==> src/rtl/sqrt_32b_pipe.sv <==
// Pipelined integer square root: root = floor(sqrt(X)), rem = X - root^2.
// Non-restoring digit-by-digit recurrence, BITS_PER_STAGE root bits per register stage.
module sqrt_32b_pipe #(
    parameter int unsigned W_OUT          = 16,
    parameter int unsigned BITS_PER_STAGE = 4
) (
    input  logic                 Clock,
    input  logic                 Resetn,
    input  logic                 Enable,
    input  logic                 in_valid,
    input  logic [2*W_OUT-1:0]   X,
    output logic                 out_valid,
    output logic [W_OUT-1:0]     root,
    output logic [W_OUT:0]       rem
);
    localparam int unsigned LAT = W_OUT / BITS_PER_STAGE;

    // rem is a two's-complement partial remainder; its MSB is the sign
    typedef struct packed {
        logic [2*W_OUT-1:0] x;
        logic [W_OUT-1:0]   root;
        logic [W_OUT+1:0]   rem;
    } stage_t;

    function automatic stage_t step(input stage_t s);
        stage_t           r;
        logic [W_OUT+1:0] t;
        r = s;
        for (int unsigned i = 0; i < BITS_PER_STAGE; i++) begin
            t = {r.rem[W_OUT-1:0], r.x[2*W_OUT-1 -: 2]};
            if (r.rem[W_OUT+1])
                t = t + {r.root, 2'b11};
            else
                t = t - {r.root, 2'b01};
            r.root = {r.root[W_OUT-2:0], ~t[W_OUT+1]};
            r.x    = r.x << 2;
            r.rem  = t;
        end
        return r;
    endfunction

    // Last stage: remaining iterations plus the sign correction of the remainder
    function automatic logic [2*W_OUT:0] finish(input stage_t s);
        stage_t r;
        r = step(s);
        if (r.rem[W_OUT+1])
            r.rem = r.rem + {1'b0, r.root, 1'b1};
        return {r.root, r.rem[W_OUT:0]};
    endfunction

    stage_t             s_in;
    stage_t             st_d [LAT-1];
    stage_t             st_q [LAT-1];
    logic [LAT-2:0]     vld_q;
    logic [W_OUT-1:0]   root_d, root_q;
    logic [W_OUT:0]     rem_d, rem_q;
    logic               out_valid_q;

    always_comb begin
        s_in.x    = X;
        s_in.root = '0;
        s_in.rem  = '0;
        st_d[0]   = step(s_in);
        for (int unsigned k = 1; k < LAT - 1; k++)
            st_d[k] = step(st_q[k-1]);
        {root_d, rem_d} = finish(st_q[LAT-2]);
    end

    always_ff @(posedge Clock or negedge Resetn) begin
        if (!Resetn) begin
            for (int unsigned k = 0; k < LAT - 1; k++)
                st_q[k] <= '0;
            vld_q       <= '0;
            root_q      <= '0;
            rem_q       <= '0;
            out_valid_q <= 1'b0;
        end else if (Enable) begin
            st_q     <= st_d;
            vld_q[0] <= in_valid;
            for (int unsigned k = 1; k < LAT - 1; k++)
                vld_q[k] <= vld_q[k-1];
            root_q      <= root_d;
            rem_q       <= rem_d;
            out_valid_q <= vld_q[LAT-2];
        end
    end

    assign out_valid = out_valid_q;
    assign root      = root_q;
    assign rem       = rem_q;

endmodule

==> config.mk <==
export PLATFORM = sky130hd
export DESIGN_NAME = sqrt_32b_pipe
export DESIGN_NICKNAME = d
export VERILOG_FILES = /design/src/rtl/sqrt_32b_pipe.sv
export SDC_FILE = /design/constraint.sdc
export NUM_CORES = 1
export LEC_CHECK = 0
export CAP_MARGIN = 20
export CORE_MARGIN = 3
export CORE_UTILIZATION = 42
export CTS_CLUSTER_DIAMETER = 80
export CTS_CLUSTER_SIZE = 14
export DETAILED_ROUTE_END_ITERATION = 16
export PLACE_DENSITY_LB_ADDON = 0.3
export SKIP_LAST_GASP = 1
export SLEW_MARGIN = 30
export SYNTH_ARGS = -nofsm -noshare
export SYNTH_HDL_FRONTEND = slang
export SYNTH_SLANG_ARGS = --single-unit
==> constraint.sdc <==
create_clock -name Clock -period 19.6 [get_ports Clock]
set_input_delay 2.94 -clock Clock [delete_from_list [all_inputs] [get_ports Clock]]
set_output_delay 2.94 -clock Clock [all_outputs]
set_load 0.03 [all_outputs]
Word level (Yosys, flattened, before mapping). Index checks and enable logic that the tools add are counted.

Output and inout bits: 34. Word-level logic and storage cells: 77. Register bits after elaboration: 163.

Mux-type cells: 16. Bitwise logic cells: 16. Add/subtract/negate cells: 32.

Operators by type and width (number): two-way mux 18 bit (15); adder 18 x 10 -> 18 bit (1); adder 18 x 11 -> 18 bit (1); adder 18 x 12 -> 18 bit (1); adder 18 x 13 -> 18 bit (1); adder 18 x 14 -> 18 bit (1); adder 18 x 15 -> 18 bit (1); adder 18 x 16 -> 18 bit (1); adder 18 x 17 -> 18 bit (1); adder 18 x 4 -> 18 bit (1); adder 18 x 5 -> 18 bit (1); adder 18 x 6 -> 18 bit (1); adder 18 x 7 -> 18 bit (1); adder 18 x 8 -> 18 bit (1); adder 18 x 9 -> 18 bit (1); subtractor 18 x 10 -> 18 bit (1); subtractor 18 x 11 -> 18 bit (1); subtractor 18 x 12 -> 18 bit (1); subtractor 18 x 13 -> 18 bit (1); subtractor 18 x 14 -> 18 bit (1); subtractor 18 x 15 -> 18 bit (1); subtractor 18 x 16 -> 18 bit (1); subtractor 18 x 17 -> 18 bit (1); subtractor 18 x 4 -> 18 bit (1); other kinds (11) (26).

Depth between registers and ports, before layout. Gate-level depths: netlist of run 1.

Depth in word-level cells: 14. Gate-level depth with buffers: 64. Depth with buffers taken out: 58.

Least setup slack after synthesis of run 1. OpenSTA, ideal clock, no wires.

Path type: register -> register. Start point: register st_q[17] (netlist bit). End point: register rem_q[13] (netlist: rem[13]). Data required time: 19.463 ns. Period minus slack after synthesis: 13.255 ns. Data arrival time: 13.118 ns. Path slack: 6.345 ns. Setup time: 0.137 ns. Stages on the path, launching flop included: 61. Cell sequence: dfrtp_1 > clkbuf_1 > buf_1 > xnor2_1 > ha_1 > a21oi_1 > o211ai_1 > a41o_1 > a31oi_2 > o21ai_1 > xnor2_2 > clkbuf_1 > xor2_1 > ha_1 > a21o_1 > a211oi_1 > o21ai_0 > a31oi_2 > [25 not listed] > inv_4 > buf_2 > buf_2 > ha_1 > nor2b_1 > o21ai_0 > a21oi_1 > o21ai_0 > a21oi_1 > o21ai_0 > a21boi_0 > o21ai_0 > nand2b_1 > a31oi_1 > o21bai_1 > a211o_1 > a31oi_1 > a21oi_1.

Longest elaborated chain between the ends: 13. Elaborated cells on any way between the ends: 16. Classes of those cells: 7 x add/sub; 5 x mux; 4 x bitwise.

Ends and longest elaborated chain: from (decl) (RTL line 53) `stage_t st_q [LAT-1];`; from (signal assigned) (RTL line 78) `st_q <= st_d;`; two-way mux 18 bit * (RTL line 31) `if (r.rem[W_OUT+1])`; inverter 1 bit * (RTL line 35) `r.root = {r.root[W_OUT-2:0], ~t[W_OUT+1]};`; net root_d[3] (RTL line 55) `logic [W_OUT-1:0] root_d, root_q;`; subtractor 18 x 15 -> 18 bit / adder 18 x 15 -> 18 bit (equally long branches) (RTL line 34, 32); two-way mux 18 bit (RTL line 31); inverter 1 bit (RTL line 35); subtractor 18 x 16 -> 18 bit / adder 18 x 16 -> 18 bit (equally long branches) (RTL line 34, 32); two-way mux 18 bit * (RTL line 31); inverter 1 bit * (RTL line 35); net root_d[1] (RTL line 55); subtractor 18 x 17 -> 18 bit / adder 18 x 17 -> 18 bit (equally long branches) (RTL line 34, 32); two-way mux 18 bit * (RTL line 31); inverter 1 bit * (RTL line 35); net root_d[0] (RTL line 55); adder 17 bit * (RTL line 47) `r.rem = r.rem + {1'b0, r.root, 1'b1};`; two-way mux 17 bit * (RTL line 46) `if (r.rem[W_OUT+1])`; to (signal assigned) (RTL line 83) `rem_q <= rem_d;`; to (decl) (RTL line 56) `logic [W_OUT:0] rem_d, rem_q;`.

Mark *: on every way through the listed nets, which the timed path passes. The rest lies on a longest branch. A chain may end at the register's enable or synchronous reset.

Worst setup path in the final report of run 1.
Start point: register st_q[17] (netlist bit). End point: register rem_q[13] (netlist: rem[13]).

Longest elaborated chain between the ends: 13. Elaborated cells on any way between the ends: 16. Classes of those cells: 7 x add/sub; 5 x mux; 4 x bitwise.

Ends and longest elaborated chain (RTL line): two-way mux 18 bit * (31); inverter 1 bit (35); subtractor 18 x 15 -> 18 bit / adder 18 x 15 -> 18 bit (equally long branches) (34, 32); two-way mux 18 bit (31); inverter 1 bit (35); subtractor 18 x 16 -> 18 bit / adder 18 x 16 -> 18 bit (equally long branches) (34, 32); two-way mux 18 bit (31); inverter 1 bit (35); subtractor 18 x 17 -> 18 bit / adder 18 x 17 -> 18 bit (equally long branches) (34, 32); two-way mux 18 bit (31); inverter 1 bit (35); adder 17 bit (47); two-way mux 17 bit * (46).

Every way passes the cells marked *; elsewhere a longest branch is shown, timed or not.

==> results of run 1 <==
-- Yosys cell counts, drive strengths merged (4+ instances only) --
library cell    n
a211oi          6
a21boi         10
a21o           71
a21oi         134
a31oi          22
buf            26
clkbuf         35
dfrtp         160
ha            217
inv           126
mux2           88
nand2          90
nand2b         34
nand3          15
nand4           5
nor2          131
nor2b          13
nor3           29
nor3b           8
nor4            6
o211ai          8
o21a           43
o21ai         105
o21bai         39
o31ai          12
or3             4
xnor2         186
xor2          103
-- cell families (layout without fill, tap and decap cells) --
group,after synthesis,count (layout),synth area share
AND/OR/NAND/NOR,352,352,0.103
XOR/XNOR,292,292,0.174
AO/OA/AOI/OAI,468,468,0.190
multiplexers,91,91,0.0642
flip-flops,160,160,0.252
buffers and inverters,187,233,0.0448
adder cells (fa/ha/maj),218,218,0.172
-- routing by layer --
layer | GRT usage | vias to the layer above | part of all wire
met5 | 0 | - | 0
met4 | 0.0412 | 0 | 0.015
met3 | 0.0225 | 32 | 0.021
met2 | 0.299 | 121 | 0.48
met1 | 0.229 | 5706 | 0.48
li1 | - | 6231 | -
-- final cells by class --
| class | count | area, sq um | area share |
|---|---|---|---|
| clock buffers | 18 | 429 | 0.0243 |
| clock inverters | 14 | 195 | 0.0110 |
| inverters | 126 | 480 | 0.0272 |
| multi-input cells | 1421 | 11200 | 0.634 |
| flip-flops and latches | 160 | 4000 | 0.226 |
| well taps | 504 | 631 | 0.0357 |
| repair buffers | 75 | 738 | 0.0417 |
-- worst max-delay path, delay by kind of cell (launching register included) --
family          cells  cell delay (ps)
flops               1              790
compound gates     29             5790
buf+inv             4              840
simple gates        5              900
mux                 1              180
xor+xnor           11             2930
fa+ha+maj           5             1790
-- state kept, by name (all words and copies together), names as in the netlist --
register   cells
root_d        12
st_q          75
rem           17
vld_q          3
out_valid      1
st_d          36
root          16
-- path summary, 6_finish.rpt --
path                                 startpoint                   end  depth (start not counted)
max                        st_q[17]$_DFFE_PN0P_   rem[13]$_DFFE_PN0P_                         55
min                        st_d[61]$_DFFE_PN0P_  st_q[61]$_DFFE_PN0P_                          2
max reg2reg                st_q[17]$_DFFE_PN0P_   rem[13]$_DFFE_PN0P_                         55
min reg2reg                st_d[61]$_DFFE_PN0P_  st_q[61]$_DFFE_PN0P_                          2
max in group asynchronous                Resetn   root[5]$_DFFE_PN0P_                          2
min in group asynchronous                Resetn  st_d[89]$_DFFE_PN0P_                          1
-- through the flow --
| stage | instances | setup slack (ps) | area [sq um] | hold slack, ps |
|---|---|---|---|---|
| 6_report | 2318 | 6190 | 17700 | 482 |
| 5_1_grt | 2318 | 4870 | 17700 | 505 |
| 4_1_cts | 2318 | 6200 | 17700 | 487 |
| 3_5_place_dp | 2286 | 6260 | 17100 | 471 |
| 3_3_place_gp | 2286 | 6660 | 17100 | 465 |
| 2_1_floorplan | 1768 | 6350 | 15900 | 446 |
==> run metrics, run 1 <==
Rel. slew slack=0.397; initial antenna violation count=0; most frequent cells in the layout=ha_1 (217), xnor2_1 (173), dfrtp_1 (160); ant diodes=0; CTS max path bufs=2; RSZ-0062 raised after global routing=false; Startpoint Class=register; Die Y=roughly 200 microns; Layout Nets=2,055; IO buf count=69; # DRC=0; CTS Buf Count=17; vias in the first global route=12,000; Setup-failing EPs final=0; number of flops mapped to enable cells by yosys=0; largest net degree at the start of global routing=about 110; drt first pass iters=5; clock root cell=clkbuf_16; total negative slack=0 ps; final core occ=0.479; DP HPWL=approximately 27,000 microns; Crit-path slowest cell=dfrtp_1; Seq/Total Area, Yosys=0.252; WL final=roughly 34,000 microns; achievable clock frequency=around 75 MHz; layout cells sized above 1=0.0943; Yosys Warn Count=0; share of the synthesized area in the top cell type=0.252; maxcap violations=0; Die Area=~0.04 sq mm; top post-synthesis cells by area=dfrtp_1 (25%), ha_1 (17%), xnor2_1 (9.5%), mux2_2 (6.2%), xor2_1 (5.6%); max incr delay on CP=790 ps; Final Hold Viols=0; Worst EP required=19,890 ps; Worst-path clk slew=~70 ps; H-tree depth reported by CTS=4; status=complete, no violations; Post-Synthesis Cell Area=0.0159 sq mm; Synth cell types=73; hold_buf cts=0; CP dominant cell by count=a21oi_1; Slew @ Worst Pin=roughly 900 ps; clk_skew=12.5 ps; CTS tree=yes; Synth Instances=1,768; # IOs=70; register bit total from synthesis=160; Via density=~5.2; All-Layer GR Usage=0.172; Worst-Skew Late Latency=about 440 ps; leading cell type in the layout, fill and taps excluded=ha_1; Worst R2R Setup Slack=between 6000 and 7000 ps; crit path DAT=between 10,000 and 15,000 ps; post-CTS sizing=0; GP Congestion=~0.86; Starting Density=0.431; crit-path max FO=24; routed wire length per instance=roughly 15 microns; core area=approximately 0.037 sq mm; CTS Sinks=160; syn nets=just over 2,000; GR Overflow Total=0; Antenna Nets Post-Route=0; kind of end point of the critical path=register; Synth area leader=dfrtp_1; DIE WIDTH=201 microns; min Tclk post-route=13,410 ps; Mapped Avg Cell Area=approximately 9.0 sq um; Post-CTS Repair Setup Buffers=0; Synth async-reset ratio=1.00; via count=between 10,000 and 15,000; Worst Hold Class=reg2reg; iteration-0 DRC count of the detailed router=530; Synth Flop Type=dfrtp_1; global-route wire length before repair=between 50,000 and 60,000 microns; Slew Limit Fails=0; critical path class=reg2reg; Synth-to-Final Area Change=11.1%; final cycle utilization of the critical path=0.684; Rows=70; Layout fillers=roughly 3,600
Power of run 1 is not shown: default switching activity piles up to over one toggle a cycle in this logic, so the estimate is an artifact.
==> run 2, diff against run 1 <==
- clock period: 19.6 -> 11.2 ns (I/O delays scaled with it)
==> run 2 against run 1 <==
Against the previous run: die area did not move; hold slack improved by 3.0 ps; sequential share of layout area fell by 1.2 points; sequential cell count did not move; critical path depth rose by 3; first-iteration DRC count fell by 9.2%; design area rose by 5.7%; cell count rose by 3.5%; utilization rose by 2.7 points; count of clock-buffer cells in the layout did not move; global-route usage rose by 1.0 points; non-clock buffer count rose by 81; critical path type unchanged.
==> run metrics, run 2 (synthesis gave the netlist of run 1 again) <==
status=complete, no violations; Antenna Nets Post-Route=0 (unchanged); clk_skew=12.3 ps (-0.224 ps); final core occ=0.506 (+0.0273); Via density=5.26 (+0.80%); Worst Hold Class=reg2reg; min Tclk post-route=10,800 ps (-2610 ps); Slew Limit Fails=0 (unchanged); Starting Density=0.431 (unchanged); global-route wire length before repair=61,700 microns (+5.8%); Layout Nets=2,136 (+3.9%); layout cells sized above 1=0.159 (+0.0646); GP Congestion=0.864 (+0.79%); Synth-to-Final Area Change=17.5%; GR Overflow Total=0 (unchanged); IO buf count=69 (unchanged); via count=12,600 (+4.3%); WL final=37,100 microns (+7.9%); Crit-path slowest cell=dfrtp_2; reg-to-reg critical path endpoint=rem[13]$_DFFE_PN0P_; achievable clock frequency=92.6 MHz (+24%); Worst-Skew Late Latency=440 ps (about the same); DP HPWL=28,700 microns (+5.0%); vias in the first global route=12,800 (+6.2%); Most flops, register=st_q; iteration-0 DRC count of the detailed router=481 (-9.2%); kind of end point of the critical path=register; Startpoint Class=register; most frequent cells in the layout=ha_1 (215), xnor2_1 (168), dfrtp_1 (158); H-tree depth reported by CTS=4 (unchanged); maxcap violations=0 (unchanged); Hold WS=485 ps (+3.05 ps); R2R depth=58 (+5.5%); crit-path max FO=7 (-71%); largest net degree at the start of global routing=92 (-18%); routed wire length per instance=15.5 microns (+4.2%); final cycle utilization of the critical path=0.964 (+0.280); Hold EP=st_q[58]$_DFFE_PN0P_; CTS Buf Count=17 (unchanged); Hold Crit Start=st_d[58]$_DFFE_PN0P_; Rel. slew slack=0.453 (+0.0560); critical path class=reg2reg; Die Y=201 microns (unchanged); Worst EP required=11,490 ps (-8400 ps); max incr delay on CP=490 ps (-300 ps); Slew @ Worst Pin=820 ps (-84.0 ps); CTS Sinks=160 (unchanged); Worst R2R Setup Slack=400 ps (-5790 ps); core area=0.0370 sq mm (unchanged); Worst-path clk slew=70 ps (about the same); total negative slack=0 ps (unchanged); Die Area=0.0403 sq mm (unchanged); max reg flops=75 (unchanged); All-Layer GR Usage=0.183 (+0.0100); ant diodes=0 (unchanged); hold_buf cts=0 (unchanged); CP dominant cell by count=a21oi_2; leading cell type in the layout, fill and taps excluded=ha_1; FF-to-FF Start=st_q[17]$_DFFE_PN0P_; crit path DAT=11,090 ps (-2610 ps); # DRC=0 (unchanged); CTS max path bufs=2 (unchanged); DIE WIDTH=201 microns (unchanged); CTS tree=yes; initial antenna violation count=0 (unchanged); hold path depth=2 (unchanged); drt first pass iters=5 (unchanged); Setup-failing EPs final=0 (unchanged); clock root cell=clkbuf_16; Rows=70 (unchanged); # IOs=70 (unchanged); Final Hold Viols=0 (unchanged)
-- run 2: worst max-delay path by stage --
| stage | endpoint | start | slack [ps] | cells past startpoint |
|---|---|---|---|---|
| 2_1_floorplan | rem[13]$_DFFE_PN0P_ | st_q[17]$_DFFE_PN0P_ | -10 | 60 |
| 5_1_grt | rem[15]$_DFFE_PN0P_ | st_q[17]$_DFFE_PN0P_ | -170 | 58 |
| 3_5_place_dp | rem[13]$_DFFE_PN0P_ | st_q[17]$_DFFE_PN0P_ | -390 | 54 |
| 6_report | rem[13]$_DFFE_PN0P_ | st_q[17]$_DFFE_PN0P_ | 400 | 58 |
| 4_1_cts | rem[15]$_DFFE_PN0P_ | st_q[17]$_DFFE_PN0P_ | 10 | 56 |
| 3_3_place_gp | rem[15]$_DFFE_PN0P_ | st_q[17]$_DFFE_PN0P_ | -30 | 54 |
-- run 2: what timing repair did --
action,4_1_cts,5_1_grt
pin swaps,1,48
gates resized for setup,1,55
endpoints found under the setup margin,4,15
buffers inserted,4,32
-- run 2: through the flow --
step,instance area (sq um),worst slack [ps],instances
2_1_floorplan,16100,-13.2,1768
3_3_place_gp,17500,-29.5,2331
3_5_place_dp,17500,-385,2331
4_1_cts,18200,10.9,2367
5_1_grt,18700,-175,2399
6_report,18700,402,2399
-- run 2: layout make-up --
type                    instances  area, sq um
flip-flops and latches        160         4010
clock buffers                  18          429
multi-input cells            1421        11600
inverters                     126          480
well taps                     504          631
repair buffers                156         1390
clock inverters                14          179
fillers                      3483        18300
-- run 2: metal layers --
layer | global-route usage | routed length (microns) | part of all wire | up-vias
li1 | - | - | - | 6409
met1 | 0.231 | 17100 | 0.46 | 6014
met2 | 0.324 | 18400 | 0.49 | 148
met3 | 0.0298 | 1030 | 0.028 | 41
met4 | 0.0454 | 662 | 0.018 | 0
met5 | 0 | 0 | 0 | -
-- run 2: critical path: cells and delay by family, from the launching register on --
family | cells | cell delay, ps
xor gates and xnor gates | 9 | 1800
muxes | 1 | 180
buffers and inverters | 3 | 270
and+or+nand+nor | 8 | 1200
AOI/OAI and AO/OA | 32 | 5220
DFF | 1 | 490
adders and majority gates | 5 | 1430
Power of run 2 is left out for the same reason.
==> run 3, diff against run 2 <==
- HOLD_SLACK_MARGIN: not set -> 0.15
==> results of run 3 <==
Same layout as run 2: the final DEF is identical, and so are final timing and power.
Power of run 3 is left out for the same reason.
